**src/rtl/multicycle_cu.sv**
```systemverilog
// Multi-cycle MIPS control unit: FETCH/DECODE/EXEC/MEM/WB sequencing with
// memory handshakes, per-access watchdog, sticky fault and retired counter.
//
// Ports:
//   clk, rst                  clock, async active-high reset
//   opcode, func, zero        IR fields and ALU zero flag
//   imem_ready, dmem_ready    memory completion strobes
//   imem_req, dmem_req,
//   dmem_we                   memory requests
//   ir_write, pc_write,
//   reg_write                 datapath write enables
//   pc_src, reg_dst, reg_src,
//   alu_src, ext_op, alu_op   datapath selects
//   fault, state, retired     trap flag, debug state, retired count
module multicycle_cu #(
  parameter int ALU_OP_W    = 4,
  parameter int MEM_TIMEOUT = 16,
  parameter int CNT_W       = 32
) (
  input  logic                clk,
  input  logic                rst,
  input  logic [5:0]          opcode,
  input  logic [5:0]          func,
  input  logic                zero,
  input  logic                imem_ready,
  input  logic                dmem_ready,
  output logic                imem_req,
  output logic                dmem_req,
  output logic                dmem_we,
  output logic                ir_write,
  output logic                pc_write,
  output logic [1:0]          pc_src,
  output logic                reg_write,
  output logic [1:0]          reg_dst,
  output logic [1:0]          reg_src,
  output logic                alu_src,
  output logic [1:0]          ext_op,
  output logic [ALU_OP_W-1:0] alu_op,
  output logic                fault,
  output logic [2:0]          state,
  output logic [CNT_W-1:0]    retired
);

  typedef enum logic [2:0] {
    S_FETCH  = 3'd0,
    S_DECODE = 3'd1,
    S_EXEC   = 3'd2,
    S_MEM    = 3'd3,
    S_WB     = 3'd4,
    S_FAULT  = 3'd5
  } state_t;

  localparam logic [ALU_OP_W-1:0] ALU_ADD = ALU_OP_W'(0);
  localparam logic [ALU_OP_W-1:0] ALU_SUB = ALU_OP_W'(1);
  localparam logic [ALU_OP_W-1:0] ALU_AND = ALU_OP_W'(2);
  localparam logic [ALU_OP_W-1:0] ALU_OR  = ALU_OP_W'(3);
  localparam logic [ALU_OP_W-1:0] ALU_SLT = ALU_OP_W'(4);
  localparam logic [ALU_OP_W-1:0] ALU_SLL = ALU_OP_W'(5);
  localparam logic [ALU_OP_W-1:0] ALU_SRL = ALU_OP_W'(6);
  localparam logic [ALU_OP_W-1:0] ALU_XOR = ALU_OP_W'(7);

  // Counter only needs to reach MEM_TIMEOUT; keep one bit when disabled.
  localparam int WAIT_W =
    (MEM_TIMEOUT > 0) ? $clog2(MEM_TIMEOUT + 1) : 1;
  localparam logic [WAIT_W-1:0] WAIT_LIM = WAIT_W'(MEM_TIMEOUT);

  state_t              state_q, state_d;
  logic [WAIT_W-1:0]   wait_q, wait_d, wait_inc;
  logic [CNT_W-1:0]    retired_q, retired_d;
  logic                time_out;

  logic is_r;
  logic i_addu, i_subu, i_and, i_or, i_xor;
  logic i_slt, i_sll, i_srl, i_jr;
  logic i_addiu, i_ori, i_lui, i_lw, i_sw;
  logic i_beq, i_j, i_jal;
  logic r_alu, legal;

  assign is_r    = (opcode == 6'b000000);
  assign i_addu  = is_r && (func == 6'b100001);
  assign i_subu  = is_r && (func == 6'b100011);
  assign i_and   = is_r && (func == 6'b100100);
  assign i_or    = is_r && (func == 6'b100101);
  assign i_xor   = is_r && (func == 6'b100110);
  assign i_slt   = is_r && (func == 6'b101010);
  assign i_sll   = is_r && (func == 6'b000000);
  assign i_srl   = is_r && (func == 6'b000010);
  assign i_jr    = is_r && (func == 6'b001000);
  assign i_addiu = (opcode == 6'b001001);
  assign i_ori   = (opcode == 6'b001101);
  assign i_lui   = (opcode == 6'b001111);
  assign i_lw    = (opcode == 6'b100011);
  assign i_sw    = (opcode == 6'b101011);
  assign i_beq   = (opcode == 6'b000100);
  assign i_j     = (opcode == 6'b000010);
  assign i_jal   = (opcode == 6'b000011);

  assign r_alu = i_addu | i_subu | i_and | i_or
               | i_xor | i_slt | i_sll | i_srl;
  assign legal = r_alu | i_jr | i_addiu | i_ori
               | i_lui | i_lw | i_sw | i_beq
               | i_j | i_jal;

  assign wait_inc = wait_q + WAIT_W'(1);
  assign time_out = (MEM_TIMEOUT != 0) && (wait_inc == WAIT_LIM);

  logic [ALU_OP_W-1:0] alu_op_i;
  logic                alu_src_i;
  logic [1:0]          ext_op_i;

  always_comb begin
    alu_op_i  = ALU_ADD;
    alu_src_i = 1'b0;
    ext_op_i  = 2'd0;
    unique case (1'b1)
      i_subu: alu_op_i = ALU_SUB;
      i_and:  alu_op_i = ALU_AND;
      i_or:   alu_op_i = ALU_OR;
      i_xor:  alu_op_i = ALU_XOR;
      i_slt:  alu_op_i = ALU_SLT;
      i_sll:  alu_op_i = ALU_SLL;
      i_srl:  alu_op_i = ALU_SRL;
      i_beq:  alu_op_i = ALU_SUB;
      i_addiu, i_lw, i_sw: begin
        alu_src_i = 1'b1;
        ext_op_i  = 2'd1;
      end
      i_ori: begin
        alu_op_i  = ALU_OR;
        alu_src_i = 1'b1;
      end
      i_lui: begin
        alu_src_i = 1'b1;
        ext_op_i  = 2'd2;
      end
      default: ;
    endcase
  end

  always_comb begin
    state_d   = state_q;
    wait_d    = '0;
    imem_req  = 1'b0;
    dmem_req  = 1'b0;
    dmem_we   = 1'b0;
    ir_write  = 1'b0;
    pc_write  = 1'b0;
    pc_src    = 2'd0;
    reg_write = 1'b0;
    reg_dst   = 2'd0;
    reg_src   = 2'd0;
    alu_src   = 1'b0;
    ext_op    = 2'd0;
    alu_op    = ALU_ADD;
    fault     = 1'b0;
    unique case (state_q)
      S_FETCH: begin
        imem_req = 1'b1;
        if (imem_ready) begin
          ir_write = 1'b1;
          state_d  = S_DECODE;
        end else begin
          wait_d = wait_inc;
          if (time_out) state_d = S_FAULT;
        end
      end
      S_DECODE: begin
        state_d = legal ? S_EXEC : S_FAULT;
      end
      S_EXEC: begin
        alu_op  = alu_op_i;
        alu_src = alu_src_i;
        ext_op  = ext_op_i;
        state_d = S_WB;
        if (i_beq) begin
          pc_write = 1'b1;
          pc_src   = zero ? 2'd1 : 2'd0;
          state_d  = S_FETCH;
        end else if (i_j) begin
          pc_write = 1'b1;
          pc_src   = 2'd2;
          state_d  = S_FETCH;
        end else if (i_jal) begin
          pc_write  = 1'b1;
          pc_src    = 2'd2;
          reg_write = 1'b1;
          reg_dst   = 2'd2;
          reg_src   = 2'd2;
          state_d   = S_FETCH;
        end else if (i_jr) begin
          pc_write = 1'b1;
          pc_src   = 2'd3;
          state_d  = S_FETCH;
        end else if (i_lw || i_sw) begin
          state_d = S_MEM;
        end
      end
      S_MEM: begin
        alu_op   = alu_op_i;
        alu_src  = alu_src_i;
        ext_op   = ext_op_i;
        dmem_req = 1'b1;
        dmem_we  = i_sw;
        if (dmem_ready) begin
          if (i_sw) begin
            pc_write = 1'b1;
            state_d  = S_FETCH;
          end else begin
            state_d = S_WB;
          end
        end else begin
          wait_d = wait_inc;
          if (time_out) state_d = S_FAULT;
        end
      end
      S_WB: begin
        alu_op    = alu_op_i;
        alu_src   = alu_src_i;
        ext_op    = ext_op_i;
        reg_write = 1'b1;
        pc_write  = 1'b1;
        state_d   = S_FETCH;
        if (is_r)  reg_dst = 2'd1;
        if (i_lui) reg_src = 2'd3;
        if (i_lw)  reg_src = 2'd1;
      end
      S_FAULT: begin
        fault = 1'b1;
      end
      default: state_d = S_FAULT;
    endcase
  end

  assign retired_d = pc_write ? retired_q + CNT_W'(1) : retired_q;

  always_ff @(posedge clk or posedge rst) begin
    if (rst) begin
      state_q   <= S_FETCH;
      wait_q    <= '0;
      retired_q <= '0;
    end else begin
      state_q   <= state_d;
      wait_q    <= wait_d;
      retired_q <= retired_d;
    end
  end

  assign state   = state_q;
  assign retired = retired_q;

endmodule

```
**config.mk**
```make
export PLATFORM = sky130hd
export DESIGN_NAME = multicycle_cu
export DESIGN_NICKNAME = d
export VERILOG_FILES = /design/src/rtl/multicycle_cu.sv
export SDC_FILE = /design/constraint.sdc
export NUM_CORES = 1
export LEC_CHECK = 0
export ABC_AREA = 0
export CELL_PAD_IN_SITES_DETAIL_PLACEMENT = 2
export CELL_PAD_IN_SITES_GLOBAL_PLACEMENT = 2
export CORE_MARGIN = 3
export CORE_UTILIZATION = 28
export DETAILED_ROUTE_END_ITERATION = 10
export PLACE_DENSITY_LB_ADDON = 0.1
export SYNTH_ARGS = -nofsm -noshare
export SYNTH_HDL_FRONTEND = slang
export SYNTH_SLANG_ARGS = --single-unit
export TNS_END_PERCENT = 10
```
**constraint.sdc**
```tcl
create_clock -name clk -period 3.45 [get_ports clk]
set_input_delay 0.69 -clock clk [delete_from_list [all_inputs] [get_ports clk]]
set_output_delay 0.69 -clock clk [all_outputs]
set_load 0.01 [all_outputs]
```
[Yosys cells after proc, flatten, opt, wreduce, memory -nomap -nowiden]
Index checks and enable logic that the tools add are counted.
Operators by class
  bitwise logic cells: 16
  reduce and logical (&&, ||, !) cells: 18
  $lt $le $gt $ge: 0
  shift-type cells: 0
  mux-type cells: 51
  add/sub/neg operators: 2
  $mul: 0
  divide/modulo/power cells: 0
  equality and inequality tests: 22
Operator list (count)
  $eq A6 B6 Y1 const B: 8
  $mux W3: 11
  $add A32 B1 Y32 const B: 1
  $eq A6 B4 Y1 const B: 4
  $mux W2: 11
  $pmux W3 S7: 1
  $mux W1: 19
  $eq A6 B2 Y1 const B: 3
  $pmux W3 S6: 1
  $or A1 B1 Y1: 16
  $logic_not A6 Y1: 2
  $pmux W2 S2: 3
  $mux W5: 2
  $pmux W5 S2: 1
  $logic_and A1 B1 Y1: 9
  $eq A3 B2 Y1 const B: 2
  $eq A3 B3 Y1 const B: 2
  $eq A6 B3 Y1 const B: 1
  $reduce_or A3 Y1: 2
  $add A5 B1 Y5 const B: 1
  $eq A5 B5 Y1 const B: 1
  $reduce_or A5 Y1: 1
  $reduce_or A2 Y1: 2
  $eq A3 B1 Y1 const B: 1
  other kinds (4): 4
Word-level totals
  memory bits (writable): 0
  input port bits: 17
  register bits after elaboration: 40
  latch bits: 0
  word-level logic and storage cells: 112
  output and inout bits: 55
  ROM bits: 0
  memories: 0

[Longest topological paths before layout]
  word-level depth: 20
  gate-level depth with buffers: 10
  mapped depth without buffers: 7

[Worst setup path before layout]
Ideal clock, no wire load.
  path kind: input to output
  from: input opcode[1]
  to: output pc_write
  stages: 7
  buffers on the path: 3
  arrival time: 2180 ps
  setup slack: 580 ps
  cells stage by stage: buf_2 > or3b_1 > a2111o_1 > a21oi_4 > or2_1 > buf_6 > buf_12
Between the ends
  cells in the longest elaborated chain, start to end: 7
Ends and longest elaborated chain
  start: declaration: RTL line 22  | input logic [5:0] opcode,
  $logic_not A6 Y1: RTL line 79  | assign is_r = (opcode == 6'b000000);
  $logic_and A1 B1 Y1: RTL line 88  | assign i_jr = is_r && (func == 6'b001000);
  $mux W1: RTL line 190  | end else if (i_jr) begin
  $mux W1: RTL line 183  | end else if (i_jal) begin
  $mux W1: RTL line 179  | end else if (i_j) begin
  $mux W1: RTL line 175  | if (i_beq) begin
  $pmux W1 S3 *: RTL line 156  | unique case (state_q)
  end: declaration: RTL line 31  | output logic pc_write,
Mark *: on every way between the ends. The rest lies on a longest branch, timed or not.

[Final worst setup path]
  from: input opcode[2]
  to: output reg_src[1]
Between the ends
  cells in the longest elaborated chain, start to end: 5
Ends and longest elaborated chain
  $eq A6 B2 Y1: RTL line 96  | assign i_jal = (opcode == 6'b000011);
  $mux W2: RTL line 183
  $mux W2: RTL line 179
  $mux W2: RTL line 175
  $pmux W2 S2 *: RTL line 156
  end: declaration: RTL line 35  | output logic [1:0] reg_src,
Marks and branches as above.

==> impl_metrics.yaml <==
run_status:
  status: "finished clean"
grt:
  grt_pass1_vias: 2443
  grt_max_degree: 41
  track_usage: 0.158
  antenna_found_initial: 0
  grt_pass1_wl_um: 12700
  grt_overflow: 0
logic_synthesis:
  synth-main-ff-cell: "dfrtp_1"
  synth_seq_cells: 40
  synth-edff-count: 0
  yosysWarnings: 0
  synthArstFlopShare: 1.00
  synth_cells: 260
  ys_seq_area_frac: 0.402
  syn_area_per_cell_um2: 9.57
  synthesis.area_um2: 2490
  synth_fp_nets: 279
  synth.distinct_cells: 58
timing:
  fmax_mhz: 299
  drv_slew: 0
  maxSlewHeadroom: 0.631
  setup_ws_ns: 0.103
  finalHoldViolations: 0
  hold_ws_ns: 0.482
  finalCriticalPeriod_ns: 3.35
  setup_viol: 0
  tightest_slew_ns: 0.552
  tns_ns: 0
  worst_clock_skew_ns: 0.00937
  rsz0062_at_grt: "no"
  fin_crit_sh: 0.970
critical_path:
  crit_start: "opcode[2]"
  critPathCaptureType: "primary output"
  rrSetupSlack_ns: 1.20
  path_class: "primary input to primary output"
  worst-path-buf-inv: 4
  crit-reg2reg-capture: "retired[16]$_DFFE_PP0P_"
  slowest_stage: "clkdlybuf4s50_1"
  critical_path.top_delay_family: "buffers and inverters"
  cp_slowest_stage_delay_ns: 0.56
  crit_fanout: 6
  worstPathRequired_ns: 2.76
  cp-start-kind: "primary input"
  r2r_cells: 8
  timing.rr.start: "state[1]$_DFFE_PP0N_"
  path_depth: 7
  cp.arrival_ns: 2.66
  crit_chain: "clkdlybuf4s50_1 > buf_4 > nor3b_2 > buf_4 > nand4_1 > o21ai_0 > clkdlybuf4s50_1"
  crit_end: "reg_src[1]"
finish:
  fin_util: 0.423
  instances_no_fill: 455
  antenna_cells: 0
  area_growth_pct: 43.2
  fin_area_um2: 3560
  layout-drive-gt1-share: 0.163
  fin_nets: 368
placed_design:
  placed_area_um2: 3440
  dp_cells: 447
  io_buffers: 70
  place.gp.congestion: 0.787
  dp_slack_ns: -0.173
  dp_hpwl_um: 5880
min_path:
  hold_path.class: "flip-flop to flip-flop"
detailed_routing:
  first_pass_iters: 4
  ant_nets: 0
  num_vias: 2284
  wl_per_cell_um: 16.7
  drt_iter0_drc: 62
  drc_errors: 0
  via_per_inst: 5.02
  wirelength_um: 7620
clock_tree:
  clkLatencyLatePin_ns: 0.29
  holdBufCountCts: 0
  htreeDepth: 2
  cts_sinks: 40
  cts.clk_slew.worst_paths_ns: 0.08
  cts_setup_buffers: 0
  cts_buffer_depth: 2
  cts_tree: "built"
  cts_made_buffers: 5
  root_buffer: "clkbuf_8"
die:
  die_y_um: 100
  die-area_um2: 10100
  ios: 72
  fp.dieW_um: 100
  core_um2: 8420
  start_util: 0.295
  rows: 33
pwr:
  ir_worst_vdd_mv: 0.264
  finalPower_mw: 1.40
  power.density_nw_per_um2: 393
  p_leak_nw: 1.63
flow_run:
  drv_cap: 0
## flip-flops by register name, indices dropped and copies added (netlist names)
signal	flops
retired	32
wait_q	5
state	3
## cell usage after synthesis, drive strengths merged, types with 5 or more instances
library cell / instances / area (µm²)
xnor2: 21 / 199
a21oi: 6 / 41.3
nor3: 9 / 55.1
clkbuf: 12 / 45.0
and3: 9 / 56.3
nand2b: 5 / 31.3
nand3: 15 / 95.1
dfrtp: 40 / 1000
nor2: 23 / 86.3
nand4: 10 / 83.8
and4: 6 / 52.6
nor4: 5 / 37.5
xor2: 16 / 140
inv: 8 / 30.0
nand2: 20 / 75.1
nor2b: 5 / 31.3
## cell families (layout without fill, tap and decap cells)
logic type,Yosys count,after routing,share of synthesized area
AOI/OAI and AO/OA,29,29,0.0945
other,1,1,0.00151
muxes,5,5,0.0211
xor gates and xnor gates,37,37,0.136
DFF,40,40,0.402
and+or+nand+nor,122,122,0.287
adders and majority gates,2,2,0.0101
buffers and inverters,24,114,0.0478
## area by class of cell
cell class / instances / area, µm²
clock buffer: 7 / 86.3
clock inverter: 1 / 7.51
fill: 932 / 4860
inverter: 8 / 30.0
multi-input combinational: 196 / 1390
sequential: 40 / 1000
tap: 105 / 131
timing repair buffer: 98 / 917
## report_power, final
part           total (mW)  internal, mW  switching [mW]  leakage (nW)
clock               0.332         0.163           0.169        0.0445
combinational       0.483         0.240           0.243          1.06
sequential          0.588         0.513          0.0751         0.528
## cell usage in the layout, fill, tap and decap left out, types with 4 or more instances in the layout
cell type	instances
clkdlybuf4s50_1	63
dfrtp_1	40
buf_4	28
nor2_1	23
nand2_1	20
xnor2_1	19
xor2_1	16
nand3_1	11
and3_1	9
inv_1	8
nand4_1	8
nor3_1	7
and4_1	6
clkbuf_8	6
nor2b_1	5
nand2b_1	5
a21oi_1	5
and2_1	4
nor4_1	4
nand3_2	4
dlymetal6s2s_1	4
## layer usage
layer	track usage	routed length, µm
met5	0	0
met4	0.0342	42
met3	0.0271	311
met2	0.245	3520
met1	0.231	3740
## how the worst min path moves through the flow
stage / slack [ns] / depth (start not counted) / startpoint / end
after floorplan: 0.45 / 1 / wait_q[0]$_DFF_PP0_ / wait_q[0]$_DFF_PP0_
after global placement: 0.46 / 1 / retired[31]$_DFFE_PP0P_ / retired[31]$_DFFE_PP0P_
after detailed placement: 0.47 / 1 / retired[31]$_DFFE_PP0P_ / retired[31]$_DFFE_PP0P_
after CTS: 0.49 / 1 / retired[31]$_DFFE_PP0P_ / retired[31]$_DFFE_PP0P_
after global routing: 0.51 / 1 / wait_q[0]$_DFF_PP0_ / wait_q[0]$_DFF_PP0_
final: 0.48 / 1 / retired[31]$_DFFE_PP0P_ / retired[31]$_DFFE_PP0P_
## repair_timing
item,in CTS,in global routing
gates resized for setup,7,5
pin swaps,1,1
endpoints found under the setup margin,6,6
cloned,0,0
Note: power is estimated with default switching activity, not from simulation.
==> patch: new RTL, config.mk and constraints unchanged <==
Reset style: synchronous (`rst`), changed in one clocked block. Comments in the files are not updated.
--- a/src/rtl/multicycle_cu.sv
+++ b/src/rtl/multicycle_cu.sv
@@ -235,3 +235,3 @@
 
-  always_ff @(posedge clk or posedge rst) begin
+  always_ff @(posedge clk) begin
     if (rst) begin
Check against the original RTL: differs if rst is asserted again (counterexample within 4 cycles, from zero or initial values and one cycle with rst high); with rst held inactive, the same outputs for 10 cycles.
==> patch against the original RTL <==
- worst hold slack improved by 9.1 ps
- setup slack improved by 18 ps
- clock power down 6%
- register-to-register slack got worse by 240 ps
- clock skew grew 4.5 ps
- power shrank 19%
- cell area is 2.1% higher
- synthesized area increased by 5.5%
- critical path depth up 1
- wire length grew 23%
- global-route usage up 2.8 points
- sequential cell count did not move
- sequential power fell by 13%
==> patch: results (changes against the original RTL) <==
Detailed routing:
- The total detailed-routing wirelength is 9.39 mm (+23%).
- The average wire per standard cell is 17.6 um (+5.0%).
- The iteration-0 DRC count of the detailed router is 60 (-3.2%).

Power:
- The cell area power density is 312 nW/um^2 (-21%).
- The worst voltage drop across the vdd grid is 0.142 mV (-46%).
- The static power due to leakage is 1.20 nW (-26%).
- The net load switching power is 384 uW (-21%).

Yosys:
- The average size of a mapped cell is 7.61 um^2 (-21%).
- The share of synthesized cell area in full adder, half adder and majority cells came to 0.00953 (-0.000522).
- The async set or reset register ratio after synthesis came to 0 (-1.00).
- The portion of netlist area occupied by mux cells is 0.00810 (-0.0130).
- The part of the Yosys area used for sequential elements was 0.305 (-0.0972).
- The most used flip-flop cell after synthesis is sky130_fd_sc_hd__dfxtp_1.
- The share of the synthesized netlist area taken by xor and xnor gates is 0.0234 (-0.113).
- The share of the synthesized area in compound gates (AO/OA/AOI/OAI) was 0.217 (+0.123).
- Yosys attributes the largest share of cell area to sky130_fd_sc_hd__dfxtp_1 31%, sky130_fd_sc_hd__a21oi_1 7.4%, sky130_fd_sc_hd__o31ai_1 5.1%, sky130_fd_sc_hd__or4_1 5.1%, sky130_fd_sc_hd__nand3_1 4.0%.

Timing:
- The highest clock rate is 300 MHz (+0.55%).
- The slew at the pin closest to its max-slew limit was 743 ps (+191 ps).
- The maximum clock skew at final layout is 13.9 ps (+4.49 ps).
- The worst-case hold slack is 491 ps (+9.10 ps).

GRT:
- The fraction of met2 tracks used by global routing was 0.341 (+0.0955).
- The fraction of met3 tracks used by global routing is 0.0332 (+0.00605).
- The total global routing track utilization is 0.186 (+0.0279).
- The pin count of the biggest net entering global routing is 57 (+39%).
- The via count of the first global-routing pass was 3181 (+30%).

Placement:
- The number of placed instances with taps included is 527 (+18%).
- The final RePlAce weighted congestion is 0.814 (+3.5%).
- The area after detailed placement is 3550 um^2 (+3.1%).
- The placement-stage worst setup slack is -439 ps (-266 ps).

Cells and area:
- Compared with the post-synthesis result, the final layout area differs by 38.7%.
- The share of final-layout standard cells stronger than drive strength 1 is 0.124 (-0.0384).
- The count of filler cells inserted in the layout was 1063 (+14%).
- The count of nets after finishing is 445 (+21%).

Worst setup path:
- The setup slack on the worst flop-to-flop path is 960 ps (-240 ps).
- The worst reg2reg path depth is 6 (-2).
- The highest fanout seen on the critical path came to 2 (-4).
- The critical path ends at pc_src[1].
- The most critical setup path has its startpoint at func[0].

Min path:
- The startpoint of the lowest-slack hold path is wait_q[0]$_SDFF_PP0_.
- The end point of the worst hold path is wait_q[0]$_SDFF_PP0_.

Status:
- The run finished with clean final reports.
patch: layer usage:
metal  share of wire  up-vias
met4          0.0072        0
met1            0.44     1450
met2            0.51       64
met5               0        -
li1                -     1447
met3           0.038        4
patch: worst max-delay path, cell delays in order:
cell and delay, ps:
sky130_fd_sc_hd__clkdlybuf4s50_1 470, sky130_fd_sc_hd__nor4_4 320, sky130_fd_sc_hd__buf_4 160, sky130_fd_sc_hd__nand3_1 130, sky130_fd_sc_hd__nor2_1 120, sky130_fd_sc_hd__nor2_1 50
sky130_fd_sc_hd__nor3_1 130, sky130_fd_sc_hd__clkdlybuf4s50_1 570
patch: area by class of cell:
type	count	area share
Clock buffer	5	0.0189
Timing Repair Buffer	102	0.255
Inverter	13	0.0134
Tap cell	108	0.0371
Multi-Input combinational cell	264	0.452
Sequential cell	40	0.220
Clock inverter	2	0.00344
patch: what timing repair did:
action / CTS / global route
setup buffers: 0 / 0
setup endpoints to repair: 5 / 4
resized for setup: 10 / 5
